## config.mk

```make
export PLATFORM = sky130hd
export DESIGN_NAME = i2c_slave_regfile
export DESIGN_NICKNAME = d
export VERILOG_FILES = /design/src/rtl/i2c_pkg.sv /design/src/rtl/i2c_sync_edge.sv /design/src/rtl/i2c_slave_regfile.sv
export SDC_FILE = /design/constraint.sdc
export NUM_CORES = 1
export LEC_CHECK = 0
export BUFFER_PORTS_ARGS = -buffer_cell sky130_fd_sc_hd__buf_2
export CAP_MARGIN = 20
export CORE_ASPECT_RATIO = 1.5
export CORE_UTILIZATION = 45
export CTS_BUF_LIST = sky130_fd_sc_hd__clkbuf_4 sky130_fd_sc_hd__clkbuf_8
export CTS_CLUSTER_SIZE = 16
export DETAILED_ROUTE_END_ITERATION = 12
export HOLD_SLACK_MARGIN = 0.05
export PLACE_DENSITY = 0.7
export REMOVE_ABC_BUFFERS = 1
export SYNTH_ARGS = -nofsm -noshare
export SYNTH_HDL_FRONTEND = slang
export SYNTH_SLANG_ARGS = --single-unit
```

## constraint.sdc

```tcl
create_clock -name clk -period 3.1 [get_ports clk]
set_input_delay 0.31 -clock clk [delete_from_list [all_inputs] [get_ports clk]]
set_output_delay 0.31 -clock clk [all_outputs]
set_load 0.01 [all_outputs]
```

## src/rtl/i2c_pkg.sv

```systemverilog
// Shared types and constants for the I2C target register file.
package i2c_pkg;

  typedef enum logic [3:0] {
    IDLE,
    ADDR,
    ADDR_ACK,
    PTR,
    PTR_ACK,
    WR_DATA,
    WR_ACK,
    RD_DATA,
    RD_ACK
  } i2c_state_e;

  localparam logic I2C_RW_READ = 1'b1;
  localparam logic I2C_ACK     = 1'b0;
  localparam logic I2C_NACK    = 1'b1;
  localparam int   BYTE_W      = 8;

endpackage

```

## src/rtl/i2c_sync_edge.sv

```systemverilog
// Multi-flop synchroniser for an asynchronous bus line plus rise/fall detect.
module i2c_sync_edge #(
  parameter int SYNC_STAGES = 2
) (
  input  logic clk,
  input  logic rst_n,
  input  logic d,
  output logic q,
  output logic rise,
  output logic fall
);

  logic [SYNC_STAGES-1:0] sync_q;
  logic                   prev_q;

  // Flops reset high so an idle (pulled-up) bus produces no edge on release.
  always_ff @(posedge clk or negedge rst_n) begin
    if (!rst_n) begin
      sync_q <= '1;
      prev_q <= 1'b1;
    end else begin
      sync_q <= {sync_q[SYNC_STAGES-2:0], d};
      prev_q <= sync_q[SYNC_STAGES-1];
    end
  end

  assign q    = sync_q[SYNC_STAGES-1];
  assign rise = q & ~prev_q;
  assign fall = ~q & prev_q;

endmodule

```

## src/rtl/i2c_slave_regfile.sv

```systemverilog
// I2C target with a pointer-addressed, auto-incrementing byte register file.
// Handshake: wr_strobe is a single-clk pulse; wr_addr/wr_data are valid only while it is high (no ready).
module i2c_slave_regfile
  import i2c_pkg::*;
#(
  parameter logic [6:0] DEV_ADDR    = 7'h42,
  parameter int         NUM_REGS    = 16,
  parameter int         PTR_W       = $clog2(NUM_REGS),
  parameter int         SYNC_STAGES = 2,
  parameter logic [7:0] RESET_VAL   = 8'h00
) (
  input  logic             clk,
  input  logic             rst_n,
  input  logic             scl_i,
  input  logic             sda_i,
  output logic             sda_oe,
  input  logic [PTR_W-1:0] host_rd_addr,
  output logic [7:0]       host_rd_data,
  output logic             wr_strobe,
  output logic [PTR_W-1:0] wr_addr,
  output logic [7:0]       wr_data,
  output logic             busy,
  output i2c_state_e       dbg_state
);

  localparam logic [8:0]       NUM_REGS_EXT = 9'(NUM_REGS);
  localparam logic [PTR_W-1:0] PTR_LAST     = PTR_W'(NUM_REGS - 1);

  logic scl_q, scl_rise, scl_fall;
  logic sda_q, sda_rise, sda_fall;
  logic start_det, stop_det;

  i2c_state_e        state, state_nxt;
  logic [3:0]        bit_cnt, bit_cnt_nxt;
  logic [6:0]        rx_sh, rx_sh_nxt;
  logic [6:0]        tx_sh, tx_sh_nxt;
  logic [PTR_W-1:0]  ptr, ptr_nxt, ptr_inc;
  logic              rw, rw_nxt;
  logic              busy_nxt, sda_oe_nxt, wr_strobe_nxt;
  logic [PTR_W-1:0]  wr_addr_nxt;
  logic [7:0]        wr_data_nxt;
  logic [BYTE_W-1:0] rx_byte, cur_rd;
  logic [7:0]        regs [NUM_REGS];

  i2c_sync_edge #(.SYNC_STAGES(SYNC_STAGES)) u_scl_sync (
    .clk  (clk),
    .rst_n(rst_n),
    .d    (scl_i),
    .q    (scl_q),
    .rise (scl_rise),
    .fall (scl_fall)
  );

  i2c_sync_edge #(.SYNC_STAGES(SYNC_STAGES)) u_sda_sync (
    .clk  (clk),
    .rst_n(rst_n),
    .d    (sda_i),
    .q    (sda_q),
    .rise (sda_rise),
    .fall (sda_fall)
  );

  assign start_det = scl_q & sda_fall;
  assign stop_det  = scl_q & sda_rise;

  // Byte completed on the current SCL rise (seven earlier bits plus this one).
  assign rx_byte = {rx_sh, sda_q};
  assign cur_rd  = regs[ptr];
  assign ptr_inc = (ptr == PTR_LAST) ? '0 : ptr + PTR_W'(1);

  assign host_rd_data = regs[host_rd_addr];
  assign dbg_state    = state;

  always_comb begin
    state_nxt     = state;
    bit_cnt_nxt   = bit_cnt;
    rx_sh_nxt     = rx_sh;
    tx_sh_nxt     = tx_sh;
    ptr_nxt       = ptr;
    rw_nxt        = rw;
    busy_nxt      = busy;
    sda_oe_nxt    = sda_oe;
    wr_strobe_nxt = 1'b0;
    wr_addr_nxt   = wr_addr;
    wr_data_nxt   = wr_data;

    if (start_det) begin
      state_nxt   = ADDR;
      bit_cnt_nxt = 4'd0;
      sda_oe_nxt  = 1'b0;
    end else if (stop_det) begin
      state_nxt   = IDLE;
      bit_cnt_nxt = 4'd0;
      sda_oe_nxt  = 1'b0;
      busy_nxt    = 1'b0;
    end else begin
      case (state)
        IDLE: ;

        ADDR: begin
          if (scl_rise) begin
            rx_sh_nxt   = rx_byte[6:0];
            bit_cnt_nxt = bit_cnt + 4'd1;
            if (bit_cnt == 4'd7) begin
              bit_cnt_nxt = 4'd0;
              if (rx_byte[7:1] == DEV_ADDR) begin
                state_nxt = ADDR_ACK;
                rw_nxt    = rx_byte[0];
                busy_nxt  = 1'b1;
              end else begin
                state_nxt = IDLE;
                busy_nxt  = 1'b0;
              end
            end
          end
        end

        // bit_cnt 0: waiting for the fall that opens the ACK slot; 1: ACK driven.
        ADDR_ACK, PTR_ACK, WR_ACK: begin
          if (scl_fall) begin
            if (bit_cnt == 4'd0) begin
              sda_oe_nxt  = 1'b1;
              bit_cnt_nxt = 4'd1;
            end else begin
              sda_oe_nxt  = 1'b0;
              bit_cnt_nxt = 4'd0;
              if (state == ADDR_ACK && rw == I2C_RW_READ) begin
                state_nxt  = RD_DATA;
                tx_sh_nxt  = cur_rd[6:0];
                sda_oe_nxt = ~cur_rd[7];
              end else if (state == ADDR_ACK) begin
                state_nxt = PTR;
              end else begin
                state_nxt = WR_DATA;
              end
            end
          end
        end

        PTR: begin
          if (scl_rise) begin
            rx_sh_nxt   = rx_byte[6:0];
            bit_cnt_nxt = bit_cnt + 4'd1;
            if (bit_cnt == 4'd7) begin
              bit_cnt_nxt = 4'd0;
              if ({1'b0, rx_byte} < NUM_REGS_EXT) begin
                ptr_nxt   = rx_byte[PTR_W-1:0];
                state_nxt = PTR_ACK;
              end else begin
                state_nxt = IDLE;
              end
            end
          end
        end

        WR_DATA: begin
          if (scl_rise) begin
            rx_sh_nxt   = rx_byte[6:0];
            bit_cnt_nxt = bit_cnt + 4'd1;
            if (bit_cnt == 4'd7) begin
              bit_cnt_nxt   = 4'd0;
              wr_strobe_nxt = 1'b1;
              wr_addr_nxt   = ptr;
              wr_data_nxt   = rx_byte;
              ptr_nxt       = ptr_inc;
              state_nxt     = WR_ACK;
            end
          end
        end

        // MSB is already on the bus at entry; each fall presents the next bit.
        RD_DATA: begin
          if (scl_rise) begin
            bit_cnt_nxt = bit_cnt + 4'd1;
          end else if (scl_fall) begin
            if (bit_cnt == 4'd8) begin
              sda_oe_nxt  = 1'b0;
              bit_cnt_nxt = 4'd0;
              state_nxt   = RD_ACK;
            end else begin
              sda_oe_nxt = ~tx_sh[6];
              tx_sh_nxt  = {tx_sh[5:0], 1'b0};
            end
          end
        end

        RD_ACK: begin
          if (scl_rise && bit_cnt == 4'd0) begin
            if (sda_q == I2C_ACK) begin
              ptr_nxt     = ptr_inc;
              bit_cnt_nxt = 4'd1;
            end else begin
              state_nxt = IDLE;
            end
          end else if (scl_fall && bit_cnt == 4'd1) begin
            state_nxt   = RD_DATA;
            bit_cnt_nxt = 4'd0;
            tx_sh_nxt   = cur_rd[6:0];
            sda_oe_nxt  = ~cur_rd[7];
          end
        end

        default: state_nxt = IDLE;
      endcase
    end
  end

  always_ff @(posedge clk or negedge rst_n) begin
    if (!rst_n) begin
      state     <= IDLE;
      bit_cnt   <= 4'd0;
      rx_sh     <= '0;
      tx_sh     <= '0;
      ptr       <= '0;
      rw        <= 1'b0;
      busy      <= 1'b0;
      sda_oe    <= 1'b0;
      wr_strobe <= 1'b0;
      wr_addr   <= '0;
      wr_data   <= '0;
    end else begin
      state     <= state_nxt;
      bit_cnt   <= bit_cnt_nxt;
      rx_sh     <= rx_sh_nxt;
      tx_sh     <= tx_sh_nxt;
      ptr       <= ptr_nxt;
      rw        <= rw_nxt;
      busy      <= busy_nxt;
      sda_oe    <= sda_oe_nxt;
      wr_strobe <= wr_strobe_nxt;
      wr_addr   <= wr_addr_nxt;
      wr_data   <= wr_data_nxt;
    end
  end

  // Register array updates on the same clk that raises wr_strobe.
  always_ff @(posedge clk or negedge rst_n) begin
    if (!rst_n) begin
      for (int i = 0; i < NUM_REGS; i++) regs[i] <= RESET_VAL;
    end else if (wr_strobe_nxt) begin
      regs[ptr] <= rx_byte;
    end
  end

endmodule
```

== After elaboration in Yosys (flattened, before gate mapping) ==
Cells that the tools add are included.
Storage, ports and cells
  bits of input ports: 8
  output and inout bits: 27
  logic and storage cells: 207
  register bits after elaboration: 176
Operators by class
  add/subtract/negate cells: 2
  muxes and demuxes: 82
  equal/unequal tests: 48
  bitwise logic cells: 16
  reduce and logical (&&, ||, !) cells: 24
  $lt $le $gt $ge: 4
Operators with widths (number)
  $mux 4: 35
  $bwmux 128: 1
  $bmux 8 s4: 2
  $mux 7: 8
  $ne 4x4->1 const B: 13
  $mux 8: 5
  $demux 8 s4: 1
  $ne 2x2->1 const B: 15
  $pmux 4 s7: 1
  $mux 1: 21
  $pmux 7 s3: 1
  $eq 4x3->1 const B: 5
  $ne 5x5->1 const B: 4
  $pmux 4 s4: 1
  $reduce_and 14->1: 1
  $eq 4x4->1 const B: 3
  $pmux 4 s3: 1
  $reduce_and 6->1: 2
  $reduce_and 11->1: 1
  $ge 5x5->1 const B: 2
  $not 4->5: 2
  $reduce_and 10->1: 1
  $mux 3: 3
  $add 4x1->4 const B: 2
  other kinds (22): 45

== Longest topological paths before layout ==
  depth in word-level cells: 11
  gate-level depth with buffers: 11

== Cells and area by module ==
Synthesis repeated with hierarchy kept, for this count alone.
Unflattened totals
  cells, all modules: 714
  area total of the unflattened synthesis: 9808.2 µm²
By module, submodules not included
  i2c_slave_regfile: sequential area each 4254.1 µm², area each 9620.5 µm², instances 1, cells each 704
  i2c_sync_edge: sequential area each 78.8 µm², area each 93.8 µm², instances 2, cells each 5

== Worst setup path after synthesis ==
OpenSTA, ideal clock, no wires.
  path type: reg2reg
  start: register u_scl_sync.sync_q[1]
  end: register regs[100] (netlist name)
  required time: 2.975 ns
  setup time: 0.125 ns
  setup slack: 0.781 ns
  stages on the path, launching flop included: 9
  data arrival time: 2.194 ns
  period minus slack after synthesis: 2.319 ns
  buffers on the path: 2
  cells stage by stage: dfstp_2 -> ha_1 -> buf_2 -> nand2_1 -> nor2_4 -> nand3_4 -> or4_4 -> buf_6 -> mux2_4
On the way
  word-level cells in the longest chain between the ends: 5
  elaborated cells on any way between the ends: 7
Ends and longest elaborated chain
  start, declared: RTL line i2c_sync_edge.sv:13  | logic [SYNC_STAGES-1:0] sync_q;
  start signal, assigned: RTL line i2c_sync_edge.sv:22  | sync_q <= {sync_q[SYNC_STAGES-2:0], d};
  $and 1x1->1: RTL line i2c_sync_edge.sv:28  | assign rise = q & ~prev_q;
  $mux 1: RTL line i2c_slave_regfile.sv:157  | if (scl_rise) begin
  $mux 1: RTL line i2c_slave_regfile.sv:97  | case (state)
  $mux 1: RTL line i2c_slave_regfile.sv:91  | end else if (stop_det) begin
  $mux 1 (*): RTL line i2c_slave_regfile.sv:87  | if (start_det) begin
  end signal, assigned by index: RTL line i2c_slave_regfile.sv:241  | regs[ptr] <= rx_byte;
  end, declared: RTL line i2c_slave_regfile.sv:43  | logic [7:0] regs [NUM_REGS];
Mark *: on every way between the ends. The rest lies on a longest branch, timed or not.
A chain may end at the register's enable or synchronous reset.

== Worst setup path after layout ==
  start: register u_scl_sync.sync_q[1]
  end: register state[1] (netlist: dbg_state[1])
On the way
  word-level cells in the longest chain between the ends: 6
  elaborated cells on any way between the ends: 26
Ends and longest elaborated chain
  $and 1x1->1: RTL line i2c_sync_edge.sv:28
  $logic_and 1x1->1: RTL line i2c_slave_regfile.sv:188  | if (scl_rise && bit_cnt == 4'd0) begin
  $mux 4: RTL line i2c_slave_regfile.sv:188
  $pmux 4 s7: RTL line i2c_slave_regfile.sv:97
  $mux 4: RTL line i2c_slave_regfile.sv:91
  $mux 4: RTL line i2c_slave_regfile.sv:87
  end signal, assigned: RTL line i2c_slave_regfile.sv:222  | state <= state_nxt;
  end, declared: RTL line i2c_slave_regfile.sv:33  | i2c_state_e state, state_nxt;
Several ways; a longest one is shown, not always the timed one.

==> metrics.md <==
| Metric | Value |
|---|---|
| Mean Syn Cell Area | `around 14 µm²` |
| Data arrival, critical path | `around 3100 ps` |
| DP Area | `~0.010 mm²` |
| Clock slew seen by the registers of the worst setup and hold paths | `~90 ps` |
| Share of cells above drive strength 1 | `between 40 and 50%` |
| Post-synth EDFFs | `0` |
| Cell count after synthesis | `around 700` |
| DP Worst Slack | `about 420 ps` |
| Post-synth top cells | `dfrtp_1, mux2_2, mux4_2` |
| R2R Path End | `dbg_state[1]$_DFFE_PN0P_` |
| Fillers | `1772` |
| H-tree depth | `4` |
| Register area share after synthesis | `a little under half` |
| FP Rows | `65` |
| Max Cap Violations | `0` |
| RSZ-0062 raised after global routing | `false` |
| IO Count | `35` |
| Die Span X | `roughly 120 µm` |
| Final setup TNS | `0 ps` |
| Final instance area | `0.0106 mm²` |
| Setup ws final | `338 ps` |
| Synth unique cells | `roughly 70` |
| Top cell type's share of synthesized area | `43.9%` |
| # DRC | `0` |
| Min-delay src | `u_sda_sync.sync_q[0]$_DFF_PN1_` |
| Wire length of the first global-routing pass | `~38000 µm` |
| Ys Warns | `0` |
| Core Util, Final | `roughly half` |
| Vias per cell | `between 6 and 7` |
| Starting Density | `46.0%` |
| Post-cts resize count | `0` |
| Fmax | `between 300 and 400 MHz` |
| Synth area leaders | `dfrtp_1, mux4_2, mux2_2` |
| Remaining Overflow, GRT | `0` |
| 1st-iter DRT viols | `~500` |
| Hold path cells | `0` |
| Max_slew headroom | `roughly half` |
| Clock Tree Buf Depth | `2` |
| Routed vias | `6365` |
| Die H | `182 µm` |
| Critical path required time | `~3500 ps` |
| Largest net degree at the start of global routing | `79` |
| Worst R2R Setup Slack | `between 300 and 400 ps` |
| Clock skew | `between 15 and 20 ps` |
| Peak VDD IR | `0.000283 V` |
| Skew-Pair Late Insertion Delay | `between 400 and 500 ps` |
| Post-CTS setup repair buffer count | `0` |
| Synth area leader | `dfrtp_1` |
| Placer Congestion | `between 0.9 and 1` |
| # setup viols final | `0` |
| Avg WL per Cell | `between 20 and 25 µm` |
| Vias in the first global route | `~6800` |
| Mapped cell area | `between 0.009 and 0.01 mm²` |
| Port Buffer Count | `34` |
| Die Area | `0.0221 mm²` |
| Final-report hold violation count | `0` |
| Hold Crit Class | `reg -> reg` |
| WS Path Type | `reg -> reg` |
| Initial antenna violation count | `0` |
| ANT nets after route | `0` |
| HPWL Detailed | `16700 µm` |
| Power Density | `between 300 and 400 mW/mm²` |
| Initial DRT Pass Iterations | `5` |
| Slew at the pin closest to its max-slew limit | `769 ps` |
| Leak | `approximately 5 nW` |
| CTS tree | `done` |
| Num Clock Sinks | `176` |
| R2R Path Start | `u_scl_sync.sync_q[1]$_DFF_PN1_` |
| WL final | `~24000 µm` |
| Status | `complete, no violations` |
| Clock Tree Root | `clkbuf_8` |
| Ant. Diodes | `0` |
| #FFs+latches synth | `about 180` |
| CP Max Fanout | `8` |
| Most used flip-flop cell after synthesis | `dfrtp_1` |
| Async SR Flop Fraction | `100%` |
| Cts bufs inserted | `17` |
| Nets | `about 750` |
| Worst reg-to-reg path cell count | `8` |
| CP Launch Type | `flop` |
| Area Overhead vs Synth | `9.32%` |
| Min Tclk post-route | `2760 ps` |
| Crit share post-route | `around nine tenths` |
| CORE AREA | `about 0.021 mm²` |
| Final Max Tran Viols | `0` |
| Most repeated cell in the gate-level netlist after synthesis | `dfrtp_1` |
| GRT Overall Usage | `a little under a quarter` |
| Worst hold endpoint | `u_sda_sync.sync_q[1]$_DFF_PN1_` |
| Setup crit end kind | `flop` |
## metal layers
metal	up-vias	routed length (µm)	GRT usage, %
met5	-	0	0
met4	0	1070	12.5
met3	72	975	3.96
met2	231	13100	41.1
met1	3349	8820	26.1
li1	2713	-	-
## worst max-delay path, cell delays in order (launching register included)
cell,delay (ps)
dfstp_2,420
inv_1,110
ha_1,340
nand2_1,120
a2111oi_2,610
a311o_1,240
o311ai_0,260
o21a_1,310
a22o_1,240
## final cells by class
cell class / instances / area [µm²] / share of cell area, %
flip-flops and latches: 176 / 4410 / 41.7
clock buffers: 26 / 314 / 2.97
well taps: 268 / 335 / 3.17
repair buffers: 64 / 472 / 4.46
inverters: 15 / 56.3 / 0.532
multi-input cells: 454 / 4930 / 46.6
clock inverters: 6 / 61.3 / 0.579
## timing repair
action | in CTS | in global routing
hold buffers | 3 | 0
setup endpoints to repair | 0 | 0
endpoints found under the hold margin | 72 | 0
## how the worst max path moves through the flow
stage / cells past startpoint / from / slack (ps) / to
global placement: 8 / u_scl_sync.sync_q[1]$_DFF_PN1_ / 580 / tx_sh[0]$_DFFE_PN0P_
floorplan: 4 / ptr[0]$_DFFE_PN0P_ / 140 / regs[96]$_DFFE_PN0P_
finish: 8 / u_scl_sync.sync_q[1]$_DFF_PN1_ / 340 / dbg_state[1]$_DFFE_PN0P_
detailed placement: 8 / u_scl_sync.sync_q[1]$_DFF_PN1_ / 420 / tx_sh[0]$_DFFE_PN0P_
CTS: 8 / u_scl_sync.sync_q[1]$_DFF_PN1_ / 400 / tx_sh[0]$_DFFE_PN0P_
global route: 8 / u_scl_sync.sync_q[1]$_DFF_PN1_ / 150 / tx_sh[0]$_DFFE_PN0P_
## where the power goes
part	total, mW	leakage (nW)	switching, mW	internal [mW]
logic	0.323	2.26	0.216	0.107
clock network	1.54	0.199	0.801	0.738
registers	2.37	2.43	0.0508	2.32
## flip-flops by register name (all words and copies together) (netlist names)
signal             cells
regs                 128
wr_data                8
rx_sh                  7
tx_sh                  7
bit_cnt                4
dbg_state              4
ptr                    4
wr_addr                4
u_scl_sync.sync_q      2
u_sda_sync.sync_q      2
busy                   1
rw                     1
sda_oe                 1
u_scl_sync.prev_q      1
u_sda_sync.prev_q      1
wr_strobe              1
## layout by cell type (no fill, tap or decap), types with 3 or more instances in the layout
cell type / netlist / final
mux2_4: 8 / 8
buf_12: 0 / 5
nor3_1: 5 / 5
nand4_4: 4 / 4
nand3_1: 8 / 8
a221oi_1: 6 / 6
nor2_1: 23 / 23
mux2i_1: 12 / 12
o21ai_0: 19 / 19
a21o_1: 6 / 6
clkbuf_8: 0 / 19
inv_1: 14 / 14
a31oi_1: 5 / 5
nor4b_4: 3 / 3
nand2_1: 58 / 58
a21oi_1: 9 / 9
nand3_2: 4 / 4
clkinv_2: 0 / 3
a211oi_1: 6 / 6
dfstp_2: 6 / 6
mux2_2: 135 / 135
buf_4: 2 / 22
o211ai_1: 4 / 4
buf_2: 17 / 33
nand4b_2: 4 / 4
clkbuf_4: 0 / 7
mux4_2: 72 / 72
ha_1: 9 / 9
dfrtp_1: 170 / 169
nor2b_1: 3 / 3
dlygate4sd3_1: 0 / 3
nand2b_1: 3 / 3
## stage by stage
stage               hold WS, ps  std cells  total power [mW]
floorplan                  14.4        645              2.54
global placement            349        974              2.72
detailed placement          353        974              2.73
CTS                         365       1009              4.25
global route                372       1009              4.38
finish                      366       1009              4.23
## kinds of logic after synthesis
kind of cell               after synthesis  share of synthesized area (%)
AOI/OAI and AO/OA                       82                           5.96
and+or+nand+nor                        133                           8.54
muxes                                  227                           34.9
buffers and inverters                   74                           3.49
xor gates and xnor gates                 2                          0.258
DFF                                    176                           45.6
adders and majority gates               10                           1.27
(Power assumes the default switching activity.)
